<file path="src/rtl/rsa_batch_seq_pkg.sv">
// rsa_batch_seq_pkg
// Shared constants and types for the RSA batch sequencer slice.
//   DATA_WIDTH / MEMORY_ADDR_WIDTH : system-wide data and address widths
//   MEM_OP_READ / MEM_OP_WRITE     : encodings of the memory mem_op bit
//   seq_state_e                    : sequencer state encodings SEQ_IDLE .. SEQ_FIN
package rsa_batch_seq_pkg;

  localparam int DATA_WIDTH        = 16;
  localparam int MEMORY_ADDR_WIDTH = 8;

  localparam logic MEM_OP_READ  = 1'b0;
  localparam logic MEM_OP_WRITE = 1'b1;

  typedef enum logic [3:0] {
    SEQ_IDLE,
    SEQ_LD_KEY,
    SEQ_LD_MOD,
    SEQ_LD_MSG,
    SEQ_RSA_CLR,
    SEQ_RSA_RUN,
    SEQ_ST_RES,
    SEQ_NEXT,
    SEQ_FIN
  } seq_state_e;

endpackage

</file>
<file path="src/rtl/rsa_batch_seq_if.sv">
// rsa_batch_seq_if
// Memory and RSA-core handshake bundle driven by the batch sequencer.
//   mem_en/mem_op/mem_rst/mem_addr/mem_datain : memory request (master -> slave)
//   mem_dataout/mem_ready                     : memory response (slave -> master)
//   rsa_en/rsa_rst/rsa_datain/rsa_keyin/rsa_modulusin : RSA start, clear, operands
//   rsa_dataout/rsa_ready                     : RSA response
// Modports: master = sequencer side, slave = memory/RSA side.
interface rsa_batch_seq_if;
  import rsa_batch_seq_pkg::*;

  logic                         mem_en;
  logic                         mem_op;
  logic                         mem_rst;
  logic [MEMORY_ADDR_WIDTH-1:0] mem_addr;
  logic [DATA_WIDTH-1:0]        mem_datain;
  logic [DATA_WIDTH-1:0]        mem_dataout;
  logic                         mem_ready;

  logic                         rsa_en;
  logic                         rsa_rst;
  logic [DATA_WIDTH-1:0]        rsa_datain;
  logic [DATA_WIDTH-1:0]        rsa_keyin;
  logic [DATA_WIDTH-1:0]        rsa_modulusin;
  logic [DATA_WIDTH-1:0]        rsa_dataout;
  logic                         rsa_ready;

  modport master (
    output mem_en, mem_op, mem_rst, mem_addr, mem_datain,
    input  mem_dataout, mem_ready,
    output rsa_en, rsa_rst, rsa_datain, rsa_keyin, rsa_modulusin,
    input  rsa_dataout, rsa_ready
  );

  modport slave (
    input  mem_en, mem_op, mem_rst, mem_addr, mem_datain,
    output mem_dataout, mem_ready,
    input  rsa_en, rsa_rst, rsa_datain, rsa_keyin, rsa_modulusin,
    output rsa_dataout, rsa_ready
  );

endinterface

</file>
<file path="src/rtl/rsa_batch_seq_watchdog.sv">
// seq_watchdog
// Loadable down-counter that flags a handshake wait lasting LOAD_VALUE cycles.
//   clock, reset : rising-edge clock, synchronous active-high reset
//   run          : high while a handshake is waiting; low reloads the counter
//   expired      : high in the LOAD_VALUE-th consecutive cycle of run
module seq_watchdog #(
  parameter int unsigned LOAD_VALUE = 4096
) (
  input  logic clock,
  input  logic reset,
  input  logic run,
  output logic expired
);

  localparam int CW = $clog2(LOAD_VALUE + 1);

  logic [CW-1:0] remaining;

  // Reloaded whenever the sequencer is not waiting, so each new wait starts
  // a fresh budget; parks at 1 so expired stays asserted until run drops.
  always_ff @(posedge clock) begin
    if (reset) begin
      remaining <= '0;
    end else if (!run) begin
      remaining <= CW'(LOAD_VALUE);
    end else if (remaining > CW'(1)) begin
      remaining <= remaining - CW'(1);
    end
  end

  assign expired = run && (remaining == CW'(1));

endmodule

</file>
<file path="src/rtl/rsa_batch_seq.sv">
// rsa_batch_seq
// Autonomous sequencer: loads key and modulus once, then for each of `count`
// words reads src_addr+i, runs the RSA core and writes dst_addr+i.
//   clock, reset          : rising-edge clock, synchronous active-high reset
//   start, abort          : launch pulse (IDLE only) and synchronous cancel
//   key_addr, mod_addr, src_addr, dst_addr, count : batch setup, latched on start
//   busy, done, error     : status (done is a one-cycle pulse, error is sticky)
//   blocks_done           : results written so far in the current batch
//   bus                   : memory and RSA handshakes (rsa_batch_seq_if.master)
// Optional feature: define RSA_SEQ_TIMEOUT_EN to enable the handshake watchdog
// (TIMEOUT_CYCLES); without it waits are unbounded and error stays 0.
module rsa_batch_seq
  import rsa_batch_seq_pkg::*;
#(
  parameter int COUNT_WIDTH    = 8,
  parameter int TIMEOUT_CYCLES = 4096
) (
  input  logic                         clock,
  input  logic                         reset,
  input  logic                         start,
  input  logic                         abort,
  input  logic [MEMORY_ADDR_WIDTH-1:0] key_addr,
  input  logic [MEMORY_ADDR_WIDTH-1:0] mod_addr,
  input  logic [MEMORY_ADDR_WIDTH-1:0] src_addr,
  input  logic [MEMORY_ADDR_WIDTH-1:0] dst_addr,
  input  logic [COUNT_WIDTH-1:0]       count,
  output logic                         busy,
  output logic                         done,
  output logic                         error,
  output logic [COUNT_WIDTH-1:0]       blocks_done,
  rsa_batch_seq_if.master              bus
);

  seq_state_e state, next_state;

  logic [MEMORY_ADDR_WIDTH-1:0] key_addr_r, mod_addr_r, src_r, dst_r;
  logic [COUNT_WIDTH-1:0]       count_r, idx;
  logic [DATA_WIDTH-1:0]        key_r, mod_r, msg_r, res_r;
  logic                         gap, done_r, error_r;

  logic                         mem_state, mem_en_c, mem_done;
  logic                         rsa_en_c, rsa_done, waiting, timeout_hit, working;
  logic                         mem_op_c, rsa_rst_c;
  logic [MEMORY_ADDR_WIDTH-1:0] mem_addr_c;
  logic [DATA_WIDTH-1:0]        mem_datain_c;
  logic [COUNT_WIDTH-1:0]       idx_next;

  // gap blanks mem_en for one cycle after every completed transfer, which
  // gives both the "drop mem_en after ready" and "idle cycle between
  // back-to-back transfers" behaviour without extra states.
  assign mem_state = state inside {SEQ_LD_KEY, SEQ_LD_MOD, SEQ_LD_MSG, SEQ_ST_RES};
  assign mem_en_c  = mem_state && !gap;
  assign mem_done  = mem_en_c && bus.mem_ready;
  assign rsa_en_c  = (state == SEQ_RSA_RUN);
  assign rsa_done  = rsa_en_c && bus.rsa_ready;
  assign waiting   = (mem_en_c && !bus.mem_ready) || (rsa_en_c && !bus.rsa_ready);
  assign working   = state inside {SEQ_LD_KEY, SEQ_LD_MOD, SEQ_LD_MSG,
                                   SEQ_RSA_CLR, SEQ_RSA_RUN, SEQ_ST_RES};
  assign idx_next  = idx + COUNT_WIDTH'(1);

`ifdef RSA_SEQ_TIMEOUT_EN
  seq_watchdog #(
    .LOAD_VALUE (TIMEOUT_CYCLES)
  ) u_watchdog (
    .clock   (clock),
    .reset   (reset),
    .run     (waiting),
    .expired (timeout_hit)
  );
`else
  logic unused_timeout;
  assign timeout_hit    = 1'b0;
  assign unused_timeout = ^{waiting, 32'(TIMEOUT_CYCLES)};
`endif

  // State register plus the datapath registers that each state loads.
  always_ff @(posedge clock) begin
    if (reset) begin
      state       <= SEQ_IDLE;
      key_addr_r  <= '0;
      mod_addr_r  <= '0;
      src_r       <= '0;
      dst_r       <= '0;
      count_r     <= '0;
      idx         <= '0;
      key_r       <= '0;
      mod_r       <= '0;
      msg_r       <= '0;
      res_r       <= '0;
      gap         <= 1'b0;
      done_r      <= 1'b0;
      error_r     <= 1'b0;
      blocks_done <= '0;
    end else begin
      state  <= next_state;
      gap    <= mem_done;
      done_r <= (state == SEQ_FIN);
      case (state)
        SEQ_IDLE: begin
          if (start && !abort) begin
            key_addr_r  <= key_addr;
            mod_addr_r  <= mod_addr;
            src_r       <= src_addr;
            dst_r       <= dst_addr;
            count_r     <= count;
            idx         <= '0;
            blocks_done <= '0;
            error_r     <= 1'b0;
          end
        end
        SEQ_LD_KEY:  if (mem_done) key_r <= bus.mem_dataout;
        SEQ_LD_MOD:  if (mem_done) mod_r <= bus.mem_dataout;
        SEQ_LD_MSG:  if (mem_done) msg_r <= bus.mem_dataout;
        SEQ_RSA_RUN: if (rsa_done) res_r <= bus.rsa_dataout;
        SEQ_NEXT: begin
          // The write has already completed here, so it counts even if
          // abort arrives in this same cycle.
          idx         <= idx_next;
          blocks_done <= blocks_done + COUNT_WIDTH'(1);
        end
        default: ;
      endcase
      if (timeout_hit && working) begin
        error_r <= 1'b1;
      end
    end
  end

  // Next-state and per-state bus outputs; abort or timeout while working
  // lands in FIN so the enables fall in the very next cycle.
  always_comb begin
    next_state   = state;
    mem_op_c     = MEM_OP_READ;
    mem_addr_c   = '0;
    mem_datain_c = '0;
    rsa_rst_c    = 1'b0;
    case (state)
      SEQ_IDLE: begin
        if (start && !abort) begin
          next_state = (count == '0) ? SEQ_FIN : SEQ_LD_KEY;
        end
      end
      SEQ_LD_KEY: begin
        mem_addr_c = key_addr_r;
        if (mem_done) next_state = SEQ_LD_MOD;
      end
      SEQ_LD_MOD: begin
        mem_addr_c = mod_addr_r;
        if (mem_done) next_state = SEQ_LD_MSG;
      end
      SEQ_LD_MSG: begin
        mem_addr_c = src_r + MEMORY_ADDR_WIDTH'(idx);
        if (mem_done) next_state = SEQ_RSA_CLR;
      end
      SEQ_RSA_CLR: begin
        rsa_rst_c  = 1'b1;
        next_state = SEQ_RSA_RUN;
      end
      SEQ_RSA_RUN: begin
        if (rsa_done) next_state = SEQ_ST_RES;
      end
      SEQ_ST_RES: begin
        mem_op_c     = MEM_OP_WRITE;
        mem_addr_c   = dst_r + MEMORY_ADDR_WIDTH'(idx);
        mem_datain_c = res_r;
        if (mem_done) next_state = SEQ_NEXT;
      end
      SEQ_NEXT: begin
        next_state = (abort || idx_next == count_r) ? SEQ_FIN : SEQ_LD_MSG;
      end
      SEQ_FIN: begin
        next_state = SEQ_IDLE;
      end
      default: begin
        next_state = SEQ_IDLE;
      end
    endcase
    if (working && (abort || timeout_hit)) begin
      next_state = SEQ_FIN;
    end
  end

  assign bus.mem_en        = mem_en_c;
  assign bus.mem_op        = mem_op_c;
  assign bus.mem_rst       = 1'b0;
  assign bus.mem_addr      = mem_addr_c;
  assign bus.mem_datain    = mem_datain_c;
  assign bus.rsa_en        = rsa_en_c;
  assign bus.rsa_rst       = rsa_rst_c;
  assign bus.rsa_datain    = msg_r;
  assign bus.rsa_keyin     = key_r;
  assign bus.rsa_modulusin = mod_r;

  assign busy  = (state != SEQ_IDLE);
  assign done  = done_r;
  assign error = error_r;

endmodule

</file>
<file path="src/flat_wrapper.sv">
// flat-port wrapper written by rule: the top's interface ports become plain ports
module rsa_batch_seq_flat import rsa_batch_seq_pkg::*;
#(
  parameter int COUNT_WIDTH    = 8,
  parameter int TIMEOUT_CYCLES = 4096
)
  (clock, reset, start, abort, key_addr, mod_addr, src_addr, dst_addr, count, busy, done, error, blocks_done, bus_mem_en, bus_mem_op, bus_mem_rst, bus_mem_addr, bus_mem_datain, bus_mem_dataout, bus_mem_ready, bus_rsa_en, bus_rsa_rst, bus_rsa_datain, bus_rsa_keyin, bus_rsa_modulusin, bus_rsa_dataout, bus_rsa_ready);
  rsa_batch_seq_if bus_i ();
  input  logic clock;
  input  logic reset;
  input  logic start;
  input  logic abort;
  input  logic [MEMORY_ADDR_WIDTH-1:0] key_addr;
  input  logic [MEMORY_ADDR_WIDTH-1:0] mod_addr;
  input  logic [MEMORY_ADDR_WIDTH-1:0] src_addr;
  input  logic [MEMORY_ADDR_WIDTH-1:0] dst_addr;
  input  logic [COUNT_WIDTH-1:0] count;
  output logic busy;
  output logic done;
  output logic error;
  output logic [COUNT_WIDTH-1:0] blocks_done;
  output wire logic [$bits(bus_i.mem_en)-1:0] bus_mem_en;
  output wire logic [$bits(bus_i.mem_op)-1:0] bus_mem_op;
  output wire logic [$bits(bus_i.mem_rst)-1:0] bus_mem_rst;
  output wire logic [$bits(bus_i.mem_addr)-1:0] bus_mem_addr;
  output wire logic [$bits(bus_i.mem_datain)-1:0] bus_mem_datain;
  input wire logic [$bits(bus_i.mem_dataout)-1:0] bus_mem_dataout;
  input wire logic [$bits(bus_i.mem_ready)-1:0] bus_mem_ready;
  output wire logic [$bits(bus_i.rsa_en)-1:0] bus_rsa_en;
  output wire logic [$bits(bus_i.rsa_rst)-1:0] bus_rsa_rst;
  output wire logic [$bits(bus_i.rsa_datain)-1:0] bus_rsa_datain;
  output wire logic [$bits(bus_i.rsa_keyin)-1:0] bus_rsa_keyin;
  output wire logic [$bits(bus_i.rsa_modulusin)-1:0] bus_rsa_modulusin;
  input wire logic [$bits(bus_i.rsa_dataout)-1:0] bus_rsa_dataout;
  input wire logic [$bits(bus_i.rsa_ready)-1:0] bus_rsa_ready;
  assign bus_mem_en = bus_i.mem_en;
  assign bus_mem_op = bus_i.mem_op;
  assign bus_mem_rst = bus_i.mem_rst;
  assign bus_mem_addr = bus_i.mem_addr;
  assign bus_mem_datain = bus_i.mem_datain;
  assign bus_i.mem_dataout = bus_mem_dataout;
  assign bus_i.mem_ready = bus_mem_ready;
  assign bus_rsa_en = bus_i.rsa_en;
  assign bus_rsa_rst = bus_i.rsa_rst;
  assign bus_rsa_datain = bus_i.rsa_datain;
  assign bus_rsa_keyin = bus_i.rsa_keyin;
  assign bus_rsa_modulusin = bus_i.rsa_modulusin;
  assign bus_i.rsa_dataout = bus_rsa_dataout;
  assign bus_i.rsa_ready = bus_rsa_ready;
  rsa_batch_seq #(.COUNT_WIDTH(COUNT_WIDTH), .TIMEOUT_CYCLES(TIMEOUT_CYCLES)) u_core (.clock(clock), .reset(reset), .start(start), .abort(abort), .key_addr(key_addr), .mod_addr(mod_addr), .src_addr(src_addr), .dst_addr(dst_addr), .count(count), .busy(busy), .done(done), .error(error), .blocks_done(blocks_done), .bus(bus_i));
endmodule
</file>
<file path="config.mk">
export PLATFORM = sky130hd
export DESIGN_NAME = rsa_batch_seq_flat
export DESIGN_NICKNAME = d
export VERILOG_FILES = /design/src/rtl/rsa_batch_seq_pkg.sv /design/src/rtl/rsa_batch_seq_if.sv /design/src/rtl/rsa_batch_seq_watchdog.sv /design/src/rtl/rsa_batch_seq.sv /design/src/flat_wrapper.sv
export SDC_FILE = /design/constraint.sdc
export NUM_CORES = 1
export LEC_CHECK = 0
export ABC_AREA = 1
export BUFFER_PORTS_ARGS = -buffer_cell sky130_fd_sc_hd__buf_2
export CORE_AREA = 8 8 119 121
export CTS_CLUSTER_SIZE = 16
export DETAILED_ROUTE_END_ITERATION = 12
export DIE_AREA = 0 0 127 129
export PLACE_DENSITY = 0.76
export SYNTH_ARGS = -nofsm -noshare
export SYNTH_HDL_FRONTEND = slang
export SYNTH_SLANG_ARGS = --single-unit
</file>
<file path="constraint.sdc">
create_clock -name clock -period 2.8 [get_ports clock]
set_clock_uncertainty 0.1 [all_clocks]
set_input_delay 0 -clock clock [delete_from_list [all_inputs] [get_ports clock]]
set_output_delay 0 -clock clock [all_outputs]
set_load 0.005 [all_outputs]
</file>
After elaboration in Yosys (flattened, before gate mapping)
Index checks and enable logic that the tools add are counted.
- register bits after elaboration: 126
- bits of input ports: 78
- output and inout bits: 88
- logic and storage cells: 80
- add/subtract/negate cells: 4
- equal/unequal tests: 21
- multiplexer cells: 17
- reduce and logical (&&, ||, !) cells: 23
- operators with widths (kind ; count):
    two-way mux 4 bit ; 9
    one-hot mux 4 bit (8 select lines) ; 1
    one-hot mux 8 bit (2 select lines) ; 2
    one-hot mux 8 bit (4 select lines) ; 1
    adder 8 x 1 -> 8 bit, second input constant ; 2
    adder 8 bit ; 2
    equality test 4 x 3 -> 1 bit, second input constant ; 4
    two-way mux 16 bit ; 1
    != test 3 x 2 -> 1 bit, second input constant ; 4
    AND reduction 2 bit ; 6
    AND reduction 6 bit ; 2
    != test 2 x 1 -> 1 bit, second input constant ; 5
    equality test 4 x 2 -> 1 bit, second input constant ; 2
    equality test 8 bit ; 1
    logical NOT 8 bit ; 1
    two-way mux 8 bit ; 1
    nonzero test 4 bit ; 2
    nonzero test 6 bit ; 1
    logical AND 1 bit ; 5
    equality test 4 x 1 -> 1 bit, second input constant ; 1
    equality test 4 bit, second input constant ; 1
    logical NOT 4 bit ; 1
    != test 3 x 1 -> 1 bit, second input constant ; 1
    != test 3 bit, second input constant ; 1
    other kinds (6) ; 8

Depth between registers and ports, before layout
Gate-level depths: netlist of the first run.
- word-level depth: 7
- mapped depth: 20
- depth with buffers taken out: 19

Worst setup path after synthesis of the first run
Ideal clock, no wire load.
- path kind: register -> output
- start: reg u_core.state[2]
- end: out bus_mem_addr[6]
- data arrival time: 2.624 ns
- data required time: 2.700 ns
- slack: 0.076 ns
- stages on the path, launching flop included: 21
- buffers on the path: 1
- cell sequence: dfxtp_1 inv_1 nor2_1 nand2_1 clkbuf_1 inv_1 nand2_1 nand2_1 ha_1 inv_1 fa_1 inv_1 nand2_1 nand2_1 a21oi_1 or2_2 nand2_1 a21oi_1 nand2_1 nand2_1 o211ai_1
- longest elaborated chain between the ends: 2
- elaborated cells on any way between the ends: 5
- those cells by class: 4 x eq/ne; 1 x mux
- ends and longest elaborated chain (element ; RTL line ; source):
    from (decl) ; rsa_batch_seq.sv:34 ; seq_state_e state, next_state;
    from (signal assigned) ; rsa_batch_seq.sv:95 ; state <= next_state;
    equality test 4 x 3 -> 1 bit, or another cell as far along ; rsa_batch_seq.sv:137 ; case (state)
    one-hot mux 8 bit (4 select lines) * ; rsa_batch_seq.sv:137 ;
    to (decl) ; flat_wrapper.sv:25 ; output wire logic [$bits(bus_i.mem_addr)-1:0] bus_mem_addr;
Mark *: on every way between the ends. The rest lies on a longest branch, timed or not.

Worst setup path in the final report of the first run
- start: reg u_core.state[1]
- end: out bus_mem_addr[7]
The elaborated chain is that of the path after synthesis.

==> results of run 1 <==
## Yosys cell counts (6+ instances only)
cell type	instances
sky130_fd_sc_hd__buf_2	7
sky130_fd_sc_hd__nand3_1	86
sky130_fd_sc_hd__clkbuf_1	29
sky130_fd_sc_hd__inv_1	60
sky130_fd_sc_hd__nor2_2	6
sky130_fd_sc_hd__a21oi_1	95
sky130_fd_sc_hd__nor2_1	102
sky130_fd_sc_hd__ha_1	10
sky130_fd_sc_hd__nand2_1	161
sky130_fd_sc_hd__o21ai_0	66
sky130_fd_sc_hd__dfxtp_1	126
## routing by layer
layer	global-route usage [%]	up-vias	wire, um
li1	-	3083	-
met1	24.8	2831	7350
met2	37.9	214	9130
met3	6.04	40	1240
met4	9.38	0	450
met5	0	-	0
## registers in the layout, summed over array words and instances, names as in the netlist
name and cells:
u_core.mod_addr_r 8, u_core.res_r 16, u_core.idx 8, u_core.blocks_done 8
u_core.dst_r 8, u_core.key_addr_r 8, u_core.done 1, u_core.bus.rsa_keyin 16
u_core.bus.rsa_modulusin 16, u_core.count_r 8, u_core.state 4, u_core.src_r 8
u_core.gap 1, u_core.bus.rsa_datain 16
## logic make-up after synthesis
logic type	after synthesis	synth area share, %
adders and majority gates	11	2.57
DFF	126	44.7
muxes	1	0.177
AOI/OAI and AO/OA	171	15.7
buffers and inverters	109	8.22
xor gates and xnor gates	5	0.775
other	1	0.0664
and+or+nand+nor	371	27.8
## timing repair
action,4_1_cts,5_1_grt
hold endpoints to repair,110,0
hold buffers,76,0
setup endpoints to repair,4,14
setup buffers,11,4
pin swaps,11,13
gates resized for setup,26,18
## how the worst max path moves through the flow
| stage | slack [ps] | to | from |
|---|---|---|---|
| 6_report | -30 | bus_mem_addr[7] | u_core.state[1]$_SDFFE_PP0P_ |
| 4_1_cts | -40 | bus_mem_addr[6] | u_core.state[2]$_SDFFE_PP0P_ |
| 2_1_floorplan | 80 | bus_mem_addr[6] | u_core.state[2]$_SDFFE_PP0P_ |
| 3_3_place_gp | 150 | bus_mem_addr[6] | u_core.state[2]$_SDFFE_PP0P_ |
| 5_1_grt | -190 | bus_mem_addr[6] | u_core.state[1]$_SDFFE_PP0P_ |
| 3_5_place_dp | 140 | bus_mem_addr[6] | u_core.state[2]$_SDFFE_PP0P_ |
## power by group through the flow
stage / clock network, mW / logic (mW) / registers (mW)
2_1_floorplan: 0 / 0.572 / 2.02
3_3_place_gp: 0 / 0.810 / 2.02
3_5_place_dp: 0 / 0.820 / 2.02
4_1_cts: 2.55 / 0.924 / 1.99
5_1_grt: 2.65 / 1.07 / 2.01
6_report: 2.54 / 0.959 / 2.00
## worst max-delay path, stage by stage, from the launching register on
cell,delay (ps)
sky130_fd_sc_hd__dfxtp_2,350
sky130_fd_sc_hd__inv_4,40
sky130_fd_sc_hd__nor2_4,110
sky130_fd_sc_hd__nand2_4,80
sky130_fd_sc_hd__buf_4,140
sky130_fd_sc_hd__buf_6,120
sky130_fd_sc_hd__nand2_4,60
sky130_fd_sc_hd__nand2_4,60
sky130_fd_sc_hd__ha_4,270
sky130_fd_sc_hd__nand2_1,50
sky130_fd_sc_hd__nand2_1,70
sky130_fd_sc_hd__a31oi_2,50
sky130_fd_sc_hd__buf_4,170
sky130_fd_sc_hd__nor4_4,240
sky130_fd_sc_hd__nor2_2,70
sky130_fd_sc_hd__xor2_1,160
sky130_fd_sc_hd__nand2_1,60
sky130_fd_sc_hd__nand3_1,60
sky130_fd_sc_hd__buf_2,140
## final cells by class
cell class                      count  area (um2)  share of cell area [%]
Timing Repair Buffer              267        1800                    21.9
Clock inverter                     10         208                    2.52
Multi-Input combinational cell    561        2800                    34.0
Inverter                           65         246                    2.99
Tap cell                          150         188                    2.28
Antenna cell                        1        2.50                  0.0303
Clock buffer                       21         470                    5.70
Sequential cell                   126        2530                    30.6
==> Implementation_results.wiki, run 1 <==
{| class="wikitable"
! Metric !! Value
|-
| Share of power burned in combinational logic || 17.4%
|-
| Violations in the final reports || negative setup slack
|-
| Final critical-path setup slack || -34.1 ps
|-
| Violation count after the first detailed-route iteration || about 450
|-
| Data required time at the worst endpoint || about 2700 ps
|-
| Flop-to-flop setup slack || 310 ps
|-
| Total via count after detailed routing || between 6000 and 7000
|-
| Cell type contributing the most total cell area after synthesis || sky130_fd_sc_hd__dfxtp_1
|-
| Source-to-sink clock delay at the later pin of the worst-skew pair || 420 ps
|-
| Area enclosed by the die boundary || 0.0164 mm2
|-
| Level count of the clock H-tree || 4
|-
| Reg2Reg Launch Point || u_core.state[2]$_SDFFE_PP0P_
|-
| Cell area reported after detailed placement || about 0.0066 mm2
|-
| Clock tree from TritonCTS || done
|-
| Mapped Cells || approximately 800
|-
| Switch share || 26.8%
|-
| Power density relative to cell area || about 670 mW/mm2
|-
| Number of synthesized register bits || between 100 and 150
|-
| Number of nets with antenna violations after routing || 0
|-
| Number of placement rows || 41
|-
| Minimum period implied by the final worst setup slack || approximately 2800 ps
|-
| Most used cells in the layout excluding fill and tap cells || sky130_fd_sc_hd__buf_2, sky130_fd_sc_hd__nand2_1, sky130_fd_sc_hd__dfxtp_1
|-
| Part of the Yosys area used for sequential elements || between 40% and 50%
|-
| Total iterations of the first detailed-routing run || 6
|-
| IR Drop Worst-Case VDD || between 0.3 and 0.4 mV
|-
| Fmax || 353 MHz
|-
| Post-layout nets || 1127
|-
| Number of cells on the worst hold path || 3
|-
| Slew at the pin closest to its max-slew limit || a little over 900 ps
|-
| Count of buffers from port buffering || around 160
|-
| Worst Path Max Fanout || 6
|-
| Vias in the first global route || 6011
|-
| Initial cell density of the core || between 40% and 50%
|-
| Final WL || ~18000 um
|-
| Final Hold Vio Count || 0
|-
| Number of distinct standard cells referenced by the synthesized netlist || 39
|-
| Path depth of the worst reg2reg path || 15
|-
| Warnings from Yosys || 0
|-
| Power, Total || approximately 5.5 mW
|-
| Final std cells w/o fill || between 1000 and 1500
|-
| Total DRC errors in the routed layout || 0
|-
| Slew HR || about two fifths
|-
| Initial antenna violation count || 1
|-
| Die Ht || 129 um
|-
| Estimated wirelength of the detail-placed design || around 11000 um
|-
| Final global-route overflow total || 0
|-
| Placed Cells || around 1100
|-
| Global routing usage summed across all routing layers || between 20 and 25%
|-
| Register share of total power || between 30% and 40%
|-
| Global placement routability congestion || 0.872
|-
| RSZ-0062 raised after global routing || true
|-
| Share of layout cells above drive strength 1 || between 20% and 30%
|-
| Pin count of the biggest net entering global routing || between 60 and 70
|-
| Max-capacitance violation count || 0
|-
| Startpoint type of the worst setup path || register
|-
| Final Cycle Share || 101%
|-
| Critical path type || register to output pin
|-
| Source of the worst hold timing path || reset
|-
| Async set-reset flop share out of synthesis || 0%
|-
| Clock share of power || around 46%
|-
| Layout fillers || roughly 1000
|-
| Global-route wire length before repair || slightly below 30000 um
|-
| Avg Inst Size Synth || slightly above 7 um2
|-
| Leakage power || roughly 3.7 nW
|-
| Area share of the largest cell type after synthesis || approximately 45%
|-
| Switching power || between 1 and 1.5 mW
|-
| Final design utilization || approximately two thirds
|-
| Worst reg2reg path endpoint || u_core.blocks_done[4]$_SDFFE_PP0P_
|-
| Hold worst-path end || u_core.gap$_SDFF_PP0_
|-
| Sinks on the clock net || 126
|-
| Wirelength per Cell || ~15 um
|-
| Number of enable-type register cells in the synthesized netlist || 0
|-
| Main synth FF type || sky130_fd_sc_hd__dfxtp_1
|-
| Count of pins over their slew limit || 0
|-
| Worst setup timing slack at the placement stage || 144 ps
|-
| Post-Synthesis Cell Area || around 0.0056 mm2
|-
| Cell at the root of the clock tree || sky130_fd_sc_hd__clkbuf_16
|-
| Crit path capture type || output pin
|-
| Final setup fails || 2
|-
| Worst-case clock buffer depth || 2
|-
| Most frequent standard cell in the layout excluding fill and tap cells || sky130_fd_sc_hd__buf_2
|-
| Via density || just over 5
|-
| Post-layout instance area || about 0.0082 mm2
|-
| Setup TNS || -59.0 ps
|-
| Die W || approximately 130 um
|-
| Top-level I/O count || 166
|-
| Placeable core region || approximately 0.012 mm2
|-
| Clock transition time at the flip-flop clock pins of the worst setup and hold paths || around 60 ps
|-
| CP Data Arrival Time || 2730 ps
|-
| Kind of path behind the tightest hold check || input port to register
|-
| Status || complete, but fails checks
|-
| Int Power || slightly above 4 mW
|-
| Layout overhead on the synthesized area || 46.0%
|-
| Cts bufs inserted || 17
|-
| Top post-synthesis cells by area || sky130_fd_sc_hd__dfxtp_1, sky130_fd_sc_hd__nand2_1, sky130_fd_sc_hd__a21oi_1
|-
| Hold WS || around 110 ps
|}
Power figures use the tool's default switching activity.
==> run 2, diff against run 1 <==
Settings changed: ABC_AREA 1 to 0, SKIP_LAST_GASP set to 1.
==> run 2 against run 1 <==
The flow still finishes with violations (negative setup slack). Clock power shrank 17%. Synthesized area grew 0.11%. Global-route usage shrank 0.11 points. Power shrank 6.8%. Hold slack lost 47 ps. Sequential power shrank 2%. Sequential cell count is the same. Critical path type unchanged.
==> Implementation_results.wiki, run 2 <==
{| class="wikitable"
! Metric !! Value
|-
| Fmax || 328 MHz (was 353 MHz)
|-
| RSZ-0062 raised after global routing || true (unchanged)
|-
| Post-layout nets || 1042 (was 1127)
|-
| Hold worst-path end || u_core.blocks_done[1]$_SDFFE_PP0P_ (was u_core.gap$_SDFF_PP0_)
|-
| Startpoint type of the worst setup path || register (unchanged)
|-
| Proportion of synthesized area in mux cells || 4.78% (was 0.177%)
|-
| Final WL || 18500 um (was 18200 um)
|-
| Diode count || 0 (was 1)
|-
| Combinational family with the most area after synthesis || simple AND/OR/NAND/NOR gates (unchanged)
|-
| Number of placement rows || 41 (unchanged)
|-
| Critical path type || register to output pin (unchanged)
|-
| Fraction of the mapped netlist area in adder cells || 2.57% (about the same)
|-
| Count of pins over their slew limit || 0 (unchanged)
|-
| Level count of the clock H-tree || 4 (unchanged)
|-
| Most frequent cell after synthesis || sky130_fd_sc_hd__nand2_1 (unchanged)
|-
| Estimated wirelength of the detail-placed design || 11500 um (was 11400 um)
|-
| Sinks on the clock net || 126 (unchanged)
|-
| Clock tree from TritonCTS || done (unchanged)
|-
| Final design utilization || 66.2% (was 67.0%)
|-
| Setup TNS || -521 ps (was -59.0 ps)
|-
| Path depth of the worst reg2reg path || 8 (was 15)
|-
| Clock transition time at the flip-flop clock pins of the worst setup and hold paths || 50 ps (was 60 ps)
|-
| Leakage power || 3.53 nW (was 3.72 nW)
|-
| Final setup fails || 4 (was 2)
|-
| Crit path capture type || output pin (unchanged)
|-
| Total iterations of the first detailed-routing run || 5 (was 6)
|-
| Most common library cells after synthesis || sky130_fd_sc_hd__nand2_1, sky130_fd_sc_hd__dfxtp_1, sky130_fd_sc_hd__a21oi_1 (was sky130_fd_sc_hd__nand2_1, sky130_fd_sc_hd__dfxtp_1, sky130_fd_sc_hd__nor2_1)
|-
| Status || complete, but fails checks (unchanged)
|-
| Final std cells w/o fill || 1112 (was 1201)
|-
| Total DRC errors in the routed layout || 0 (unchanged)
|-
| Xor and xnor fraction of the mapped netlist area || 2.94% (was 0.775%)
|-
| Worst Path Max Fanout || 4 (was 6)
|-
| Area enclosed by the die boundary || 0.0164 mm2 (unchanged)
|-
| Count of buffers from port buffering || 163 (unchanged)
|-
| Slew at the pin closest to its max-slew limit || 686 ps (was 917 ps)
|-
| Cell at the root of the clock tree || sky130_fd_sc_hd__clkbuf_16 (unchanged)
|-
| IR Drop Worst-Case VDD || 0.447 mV (was 0.398 mV)
|-
| Max-capacitance violation count || 0 (unchanged)
|-
| Post-Synthesis Cell Area || 0.00566 mm2 (was 0.00565 mm2)
|-
| Number of synthesized register bits || 126 (unchanged)
|-
| Cell type contributing the most total cell area after synthesis || sky130_fd_sc_hd__dfxtp_1 (unchanged)
|-
| Complex-gate fraction of the synthesized area || 14.8% (was 15.7%)
|-
| Worst reg2reg path endpoint || u_core.bus.rsa_datain[3]$_SDFFE_PP0P_ (was u_core.blocks_done[4]$_SDFFE_PP0P_)
|-
| Warnings from Yosys || 0 (unchanged)
|-
| Global routing usage summed across all routing layers || 21.7% (was 21.9%)
|-
| Slew HR || 54.3% (was 38.8%)
|-
| Data required time at the worst endpoint || 2700 ps (about the same)
|-
| Layout fillers || 994 (was 1014)
|-
| Async set-reset flop share out of synthesis || 0% (unchanged)
|-
| Reg2Reg Launch Point || u_core.state[0]$_SDFFE_PP0P_ (was u_core.state[2]$_SDFFE_PP0P_)
|-
| Via density || 5.23 (was 5.14)
|-
| Violation count after the first detailed-route iteration || 421 (was 452)
|-
| Mapped Cells || 712 (was 795)
|-
| Layout overhead on the synthesized area || 44.1% (was 46.0%)
|-
| Source-to-sink clock delay at the later pin of the worst-skew pair || 410 ps (was 420 ps)
|-
| Number of nets with antenna violations after routing || 0 (unchanged)
|-
| Most frequent standard cell in the layout excluding fill and tap cells || sky130_fd_sc_hd__nand2_1 (was sky130_fd_sc_hd__buf_2)
|-
| CP Data Arrival Time || 2950 ps (was 2730 ps)
|-
| Number of cells on the worst hold path || 4 (was 3)
|-
| Initial cell density of the core || 45.9% (about the same)
|-
| Top-level I/O count || 166 (unchanged)
|-
| Final Hold Vio Count || 0 (unchanged)
|-
| Flop-to-flop setup slack || 370 ps (was 310 ps)
|-
| Minimum period implied by the final worst setup slack || 3050 ps (was 2830 ps)
|-
| Number of enable-type register cells in the synthesized netlist || 0 (unchanged)
|-
| Source of the worst hold timing path || start (was reset)
|-
| Share of layout cells above drive strength 1 || 27.2% (was 25.6%)
|-
| Source of the critical timing path || u_core.state[3]$_SDFFE_PP0P_ (was u_core.state[1]$_SDFFE_PP0P_)
|-
| Share of synthesized cell area in and, or, nand and nor gates || 25.7% (was 27.8%)
|-
| Final Cycle Share || 109% (was 101%)
|-
| Number of distinct standard cells referenced by the synthesized netlist || 51 (was 39)
|-
| Sequential standard cell area || 0.00252 mm2 (was 0.00253 mm2)
|-
| Power density relative to cell area || 629 mW/mm2 (was 667 mW/mm2)
|-
| Final critical-path setup slack || -251 ps (was -34.1 ps)
|-
| Global-route wire length before repair || 28600 um (was 28900 um)
|-
| Area of the multi-input gates || 0.00300 mm2 (was 0.00280 mm2)
|-
| Worst setup timing slack at the placement stage || 15.9 ps (was 144 ps)
|-
| Vias in the first global route || 5643 (was 6011)
|-
| Area share of the largest cell type after synthesis || 44.6% (was 44.7%)
|-
| Global placement routability congestion || 0.871 (was 0.872)
|-
| Total via count after detailed routing || 5815 (was 6168)
|-
| Violations in the final reports || negative setup slack (unchanged)
|-
| Placed Cells || 992 (was 1080)
|-
| Wirelength per Cell || 16.6 um (was 15.1 um)
|-
| Top post-synthesis cells by area || sky130_fd_sc_hd__dfxtp_1, sky130_fd_sc_hd__nand2_1, sky130_fd_sc_hd__a21oi_1 (unchanged)
|-
| Kind of path behind the tightest hold check || input port to register (unchanged)
|-
| Cts bufs inserted || 17 (unchanged)
|-
| Die W || 127 um (unchanged)
|-
| Main synth FF type || sky130_fd_sc_hd__dfxtp_1 (unchanged)
|-
| Final global-route overflow total || 0 (unchanged)
|-
| Worst-case clock buffer depth || 2 (unchanged)
|-
| Placeable core region || 0.0123 mm2 (unchanged)
|-
| Die Ht || 129 um (unchanged)
|-
| Initial antenna violation count || 0 (was 1)
|-
| Power, Total || 5.13 mW (was 5.50 mW)
|-
| Part of the Yosys area used for sequential elements || 44.6% (was 44.7%)
|-
| Avg Inst Size Synth || 7.94 um2 (was 7.11 um2)
|-
| Most used cells in the layout excluding fill and tap cells || sky130_fd_sc_hd__nand2_1, sky130_fd_sc_hd__buf_2, sky130_fd_sc_hd__dfxtp_1 (was sky130_fd_sc_hd__buf_2, sky130_fd_sc_hd__nand2_1, sky130_fd_sc_hd__dfxtp_1)
|-
| Pin count of the biggest net entering global routing || 64 (was 62)
|}
## run 2: cell types whose count changed after synthesis, sizes merged, moves of 12 or more
cell / delta
nor2: -64
inv: -56
o21ai: -49
nand3: -43
and2: +18
mux2i: +17
a21oi: +13
xnor2: +12
## run 2: metrics by stage
step | hold slack (ps) | cell area, um2
final | 58.6 | 8150
after floorplan | 36.0 | 5660
after CTS | 28.5 | 8010
after detailed placement | 145 | 6590
after global routing | 112 | 8150
after global placement | 143 | 6590
## run 2: worst max-delay path by stage
| stage | endpoint |
|---|---|
| 3_3_place_gp | bus_mem_addr[6] |
| 2_1_floorplan | bus_mem_addr[6] |
| 5_1_grt | bus_mem_addr[6] |
| 3_5_place_dp | bus_mem_addr[6] |
| 6_report | bus_mem_addr[6] |
| 4_1_cts | bus_mem_addr[6] |
## run 2: final cells by class
| type | instances | area share, % |
|---|---|---|
| inverter | 9 | 0.445 |
| multi-input combinational | 528 | 36.8 |
| clock inverter | 6 | 1.06 |
| sequential | 126 | 31.0 |
| tap | 150 | 2.30 |
| timing repair buffer | 271 | 22.6 |
| clock buffer | 22 | 5.82 |
## run 2: worst max-delay path, stage by stage, from the launching register on
cell	delay [ps]
sky130_fd_sc_hd__dfxtp_1	310
sky130_fd_sc_hd__nand2b_4	150
sky130_fd_sc_hd__nor2_4	180
sky130_fd_sc_hd__mux2_4	330
sky130_fd_sc_hd__ha_4	170
sky130_fd_sc_hd__inv_4	50
sky130_fd_sc_hd__fa_2	200
sky130_fd_sc_hd__nor2b_1	60
sky130_fd_sc_hd__o21ai_2	160
sky130_fd_sc_hd__a21boi_2	90
sky130_fd_sc_hd__o21a_1	200
sky130_fd_sc_hd__o21a_1	210
sky130_fd_sc_hd__o31ai_2	260
sky130_fd_sc_hd__buf_2	160
## run 2: report_power, final
| part | internal (mW) | total [mW] | switching (mW) |
|---|---|---|---|
| sequential | 1.90 | 1.96 | 0.0589 |
| clock | 1.36 | 2.11 | 0.750 |
| combinational | 0.406 | 1.06 | 0.656 |
| total | 3.66 | 5.13 | 1.47 |
## run 2: kinds of logic (layout without fill, tap and decap cells)
group / count (synthesis) / count (layout)
other: 1 / 2
buffers and inverters: 59 / 308
XOR/XNOR: 19 / 19
adder cells (fa/ha/maj): 11 / 11
AND/OR/NAND/NOR: 319 / 319
multiplexers: 26 / 26
flip-flops: 126 / 126
AO/OA/AOI/OAI: 151 / 151
## run 2: timing repair
action / CTS / global route
setup buffers: 4 / 11
hold endpoints to repair: 109 / 0
gates resized for setup: 19 / 11
endpoints found under the setup margin: 4 / 6
pin swaps: 4 / 8
hold buffers: 77 / 0
## run 2: per-layer routing
layer | vias to the layer above | track usage [%] | part of all wire [%]
met4 | 0 | 8.26 | 2.8
met2 | 244 | 37.0 | 49
met3 | 42 | 6.95 | 7.2
met1 | 2648 | 25.1 | 41
met5 | - | 0 | 0
li1 | 2881 | - | -
==> run 3, diff against run 2 <==
Settings changed: PLACE_DENSITY 0.76 to 0.85.
==> run 3 against run 2 <==
Die area unchanged. Largest cell class unchanged. Core utilization increased by 0.92 points. Setup slack got worse by 32 ps. The flow still finishes with violations (negative setup slack). Clock-buffer cell count increased by 4.
==> Implementation_results.wiki, run 3 (synthesis results as in run 2) <==
{| class="wikitable"
! Metric !! Value
|-
| Int Power || 3.53 mW (was 3.66 mW)
|-
| Cell at the root of the clock tree || sky130_fd_sc_hd__clkbuf_16 (unchanged)
|-
| Final std cells w/o fill || 1129 (was 1112)
|-
| Estimated wirelength of the detail-placed design || 11700 um (was 11500 um)
|-
| Final Hold Vio Count || 0 (unchanged)
|-
| Startpoint type of the worst setup path || register (unchanged)
|-
| Final WL || 20700 um (was 18500 um)
|-
| Hold WS || 162 ps (was 58.6 ps)
|-
| Reg2Reg Launch Point || u_core.state[0]$_SDFFE_PP0P_ (unchanged)
|-
| Most used cells in the layout excluding fill and tap cells || sky130_fd_sc_hd__nand2_1, sky130_fd_sc_hd__buf_2, sky130_fd_sc_hd__dfxtp_1 (unchanged)
|-
| Die W || 127 um (unchanged)
|-
| Worst Path Max Fanout || 5 (was 4)
|-
| Pin count of the biggest net entering global routing || 80 (was 64)
|-
| Hold worst-path end || u_core.res_r[6]$_SDFFE_PP0P_ (was u_core.blocks_done[1]$_SDFFE_PP0P_)
|-
| Count of pins over their slew limit || 0 (unchanged)
|-
| Initial cell density of the core || 45.9% (unchanged)
|-
| Number of nets with antenna violations after routing || 0 (unchanged)
|-
| CP Data Arrival Time || 2980 ps (was 2950 ps)
|-
| Layout overhead on the synthesized area || 46.1% (was 44.1%)
|-
| Status || complete, but fails checks (unchanged)
|-
| Final global-route overflow total || 0 (unchanged)
|-
| Leakage power || 3.60 nW (was 3.53 nW)
|-
| CP max-delay cell || sky130_fd_sc_hd__mux2_2 (was sky130_fd_sc_hd__mux2_4)
|-
| Kind of path behind the tightest hold check || input port to register (unchanged)
|-
| Global placement routability congestion || 0.877 (was 0.871)
|-
| Cts bufs inserted || 17 (unchanged)
|-
| Vias in the first global route || 6477 (was 5643)
|-
| Path depth of the worst reg2reg path || 8 (unchanged)
|-
| Final setup fails || 4 (unchanged)
|-
| Violations in the final reports || negative setup slack (unchanged)
|-
| Level count of the clock H-tree || 4 (unchanged)
|-
| Top-level I/O count || 166 (unchanged)
|-
| Critical path type || register to output pin (unchanged)
|-
| Register share of total power || 38.6% (was 38.1%)
|-
| Crit path capture type || output pin (unchanged)
|-
| Area enclosed by the die boundary || 0.0164 mm2 (unchanged)
|-
| Slew HR || 55.9% (was 54.3%)
|-
| Switching power || 1.56 mW (was 1.47 mW)
|-
| Share of layout cells above drive strength 1 || 26.5% (was 27.2%)
|-
| Clock tree from TritonCTS || done (unchanged)
|-
| Post-layout instance area || 0.00826 mm2 (was 0.00815 mm2)
|-
| Fmax || 324 MHz (was 328 MHz)
|-
| Via density || 5.60 (was 5.23)
|-
| Source of the worst hold timing path || bus_rsa_ready (was start)
|-
| Chain of cells forming the critical path || nand2b_4 -> nor2_4 -> buf_4 -> buf_6 -> mux2_2 -> ha_4 -> or2_2 -> a21oi_1 -> a21oi_1 -> xnor2_1 -> o21ai_1 -> buf_2 (was nand2b_4 -> nor2_4 -> mux2_4 -> ha_4 -> inv_4 -> fa_2 -> nor2b_1 -> o21ai_2 -> a21boi_2 -> o21a_1 -> o21a_1 -> o31ai_2 -> buf_2)
|-
| Total iterations of the first detailed-routing run || 5 (unchanged)
|-
| Setup TNS || -752 ps (was -521 ps)
|-
| Die Ht || 129 um (unchanged)
|-
| IR Drop Worst-Case VDD || 0.524 mV (was 0.447 mV)
|-
| Violation count after the first detailed-route iteration || 536 (was 421)
|-
| RSZ-0062 raised after global routing || true (unchanged)
|-
| Initial antenna violation count || 1 (was 0)
|-
| Source-to-sink clock delay at the later pin of the worst-skew pair || 430 ps (was 410 ps)
|-
| Flop-to-flop setup slack || 120 ps (was 370 ps)
|-
| Total DRC errors in the routed layout || 0 (unchanged)
|-
| Placed Cells || 995 (was 992)
|-
| Power density relative to cell area || 616 mW/mm2 (was 629 mW/mm2)
|-
| Global routing usage summed across all routing layers || 24.4% (was 21.7%)
|-
| Switch share || 30.7% (was 28.6%)
|-
| Post-layout nets || 1054 (was 1042)
|-
| Final critical-path setup slack || -283 ps (was -251 ps)
|-
| Clock share of power || 38.3% (was 41.1%)
|-
| Minimum period implied by the final worst setup slack || 3080 ps (was 3050 ps)
|-
| Placeable core region || 0.0123 mm2 (unchanged)
|-
| Cell area reported after detailed placement || 0.00661 mm2 (was 0.00659 mm2)
|-
| Number of placement rows || 41 (unchanged)
|-
| Share of power burned in combinational logic || 23.1% (was 20.7%)
|-
| Slew at the pin closest to its max-slew limit || 655 ps (was 686 ps)
|-
| Data required time at the worst endpoint || 2700 ps (about the same)
|-
| Critical path's largest stage delay || 360 ps (was 330 ps)
|-
| Max-capacitance violation count || 0 (unchanged)
|-
| Sinks on the clock net || 126 (unchanged)
|-
| Total via count after detailed routing || 6323 (was 5815)
|-
| Number of cells on the worst hold path || 4 (unchanged)
|-
| Final Cycle Share || 110% (was 109%)
|-
| Cell seen most often among critical-path stages || sky130_fd_sc_hd__a21oi_1 (was sky130_fd_sc_hd__o21a_1)
|-
| Clock transition time at the flip-flop clock pins of the worst setup and hold paths || 50 ps (about the same)
|-
| Wirelength per Cell || 18.3 um (was 16.6 um)
|-
| Power, Total || 5.09 mW (was 5.13 mW)
|-
| Global-route wire length before repair || 31700 um (was 28600 um)
|-
| Count of buffers from port buffering || 163 (unchanged)
|-
| Worst-case clock buffer depth || 2 (unchanged)
|-
| Most frequent standard cell in the layout excluding fill and tap cells || sky130_fd_sc_hd__nand2_1 (unchanged)
|-
| Worst reg2reg path endpoint || u_core.count_r[3]$_SDFFE_PP0P_ (was u_core.bus.rsa_datain[3]$_SDFFE_PP0P_)
|}
## run 3: cell count changes in the layout (fill, tap and decap cells not counted), moves of 2 or more
cell	previous run	this run
sky130_fd_sc_hd__nor3_2	1	3
sky130_fd_sc_hd__clkbuf_1	2	7
sky130_fd_sc_hd__bufinv_16	2	0
sky130_fd_sc_hd__a21oi_1	105	107
sky130_fd_sc_hd__dlygate4sd3_1	77	94
sky130_fd_sc_hd__a21oi_2	3	1
sky130_fd_sc_hd__nor3_1	13	11
sky130_fd_sc_hd__buf_4	30	24
sky130_fd_sc_hd__clkinv_2	2	4
## run 3: power groups by stage
stage | Clock [mW] | Combinational (mW) | Sequential (mW)
after floorplan | 0 | 0.623 | 1.97
after global placement | 0 | 0.928 | 1.98
after detailed placement | 0 | 0.947 | 1.99
after CTS | 1.96 | 1.10 | 1.95
after global routing | 2.04 | 1.27 | 1.97
final | 1.95 | 1.18 | 1.97
## run 3: final cells by class
| class | instances | area (um2) |
|---|---|---|
| fill | 904 | 4050 |
| multi-input combinational | 528 | 3020 |
| sequential | 126 | 2530 |
| timing repair buffer | 283 | 1970 |
| clock buffer | 26 | 479 |
| tap | 150 | 188 |
| clock inverter | 6 | 36.3 |
| inverter | 9 | 33.8 |
| antenna | 1 | 2.50 |
## run 3: worst max-delay path by stage
stage | start | to | slack [ps] | depth (start not counted)
4_1_cts | u_core.state[0]$_SDFFE_PP0P_ | bus_mem_addr[6] | -190 | 13
3_3_place_gp | u_core.state[3]$_SDFFE_PP0P_ | bus_mem_addr[6] | 100 | 13
5_1_grt | u_core.state[3]$_SDFFE_PP0P_ | bus_mem_addr[6] | -370 | 13
3_5_place_dp | u_core.state[0]$_SDFFE_PP0P_ | bus_mem_addr[6] | 10 | 13
6_report | u_core.state[3]$_SDFFE_PP0P_ | bus_mem_addr[7] | -280 | 12
2_1_floorplan | u_core.state[0]$_SDFFE_PP0P_ | bus_mem_addr[6] | 20 | 12
## run 3: worst max-delay path, delay by kind of cell (launching register included)
kind / cells / cell delay, ps
simple gates: 3 / 650
flops: 1 / 330
compound gates: 3 / 420
buf+inv: 3 / 400
fa+ha+maj: 1 / 260
mux: 1 / 360
xor+xnor: 1 / 140
## run 3: per-layer routing
layer | track usage [%] | part of all wire (%) | vias to the layer above | wire (um)
met5 | 0 | 0 | - | 0
met4 | 16.8 | 5.3 | 0 | 1090
met2 | 41.8 | 49 | 404 | 10200
met3 | 8.90 | 8.7 | 111 | 1800
met1 | 24.6 | 37 | 2896 | 7590
li1 | - | - | 2912 | -
## run 3: repair_timing
item | 4_1_cts | 5_1_grt
pin swaps | 7 | 2
hold buffers | 94 | 0
setup endpoints to repair | 4 | 4
buffers inserted | 7 | 2
gates cloned | 0 | 0
gates resized for setup | 22 | 12
hold endpoints to repair | 123 | 0
## run 3: metrics by stage
step	utilization [%]	setup WS, ps
2_1_floorplan	-	17.7
3_3_place_gp	53.7	97.6
3_5_place_dp	53.7	14.5
4_1_cts	66.6	-189
5_1_grt	67.1	-374
6_report	67.1	-283
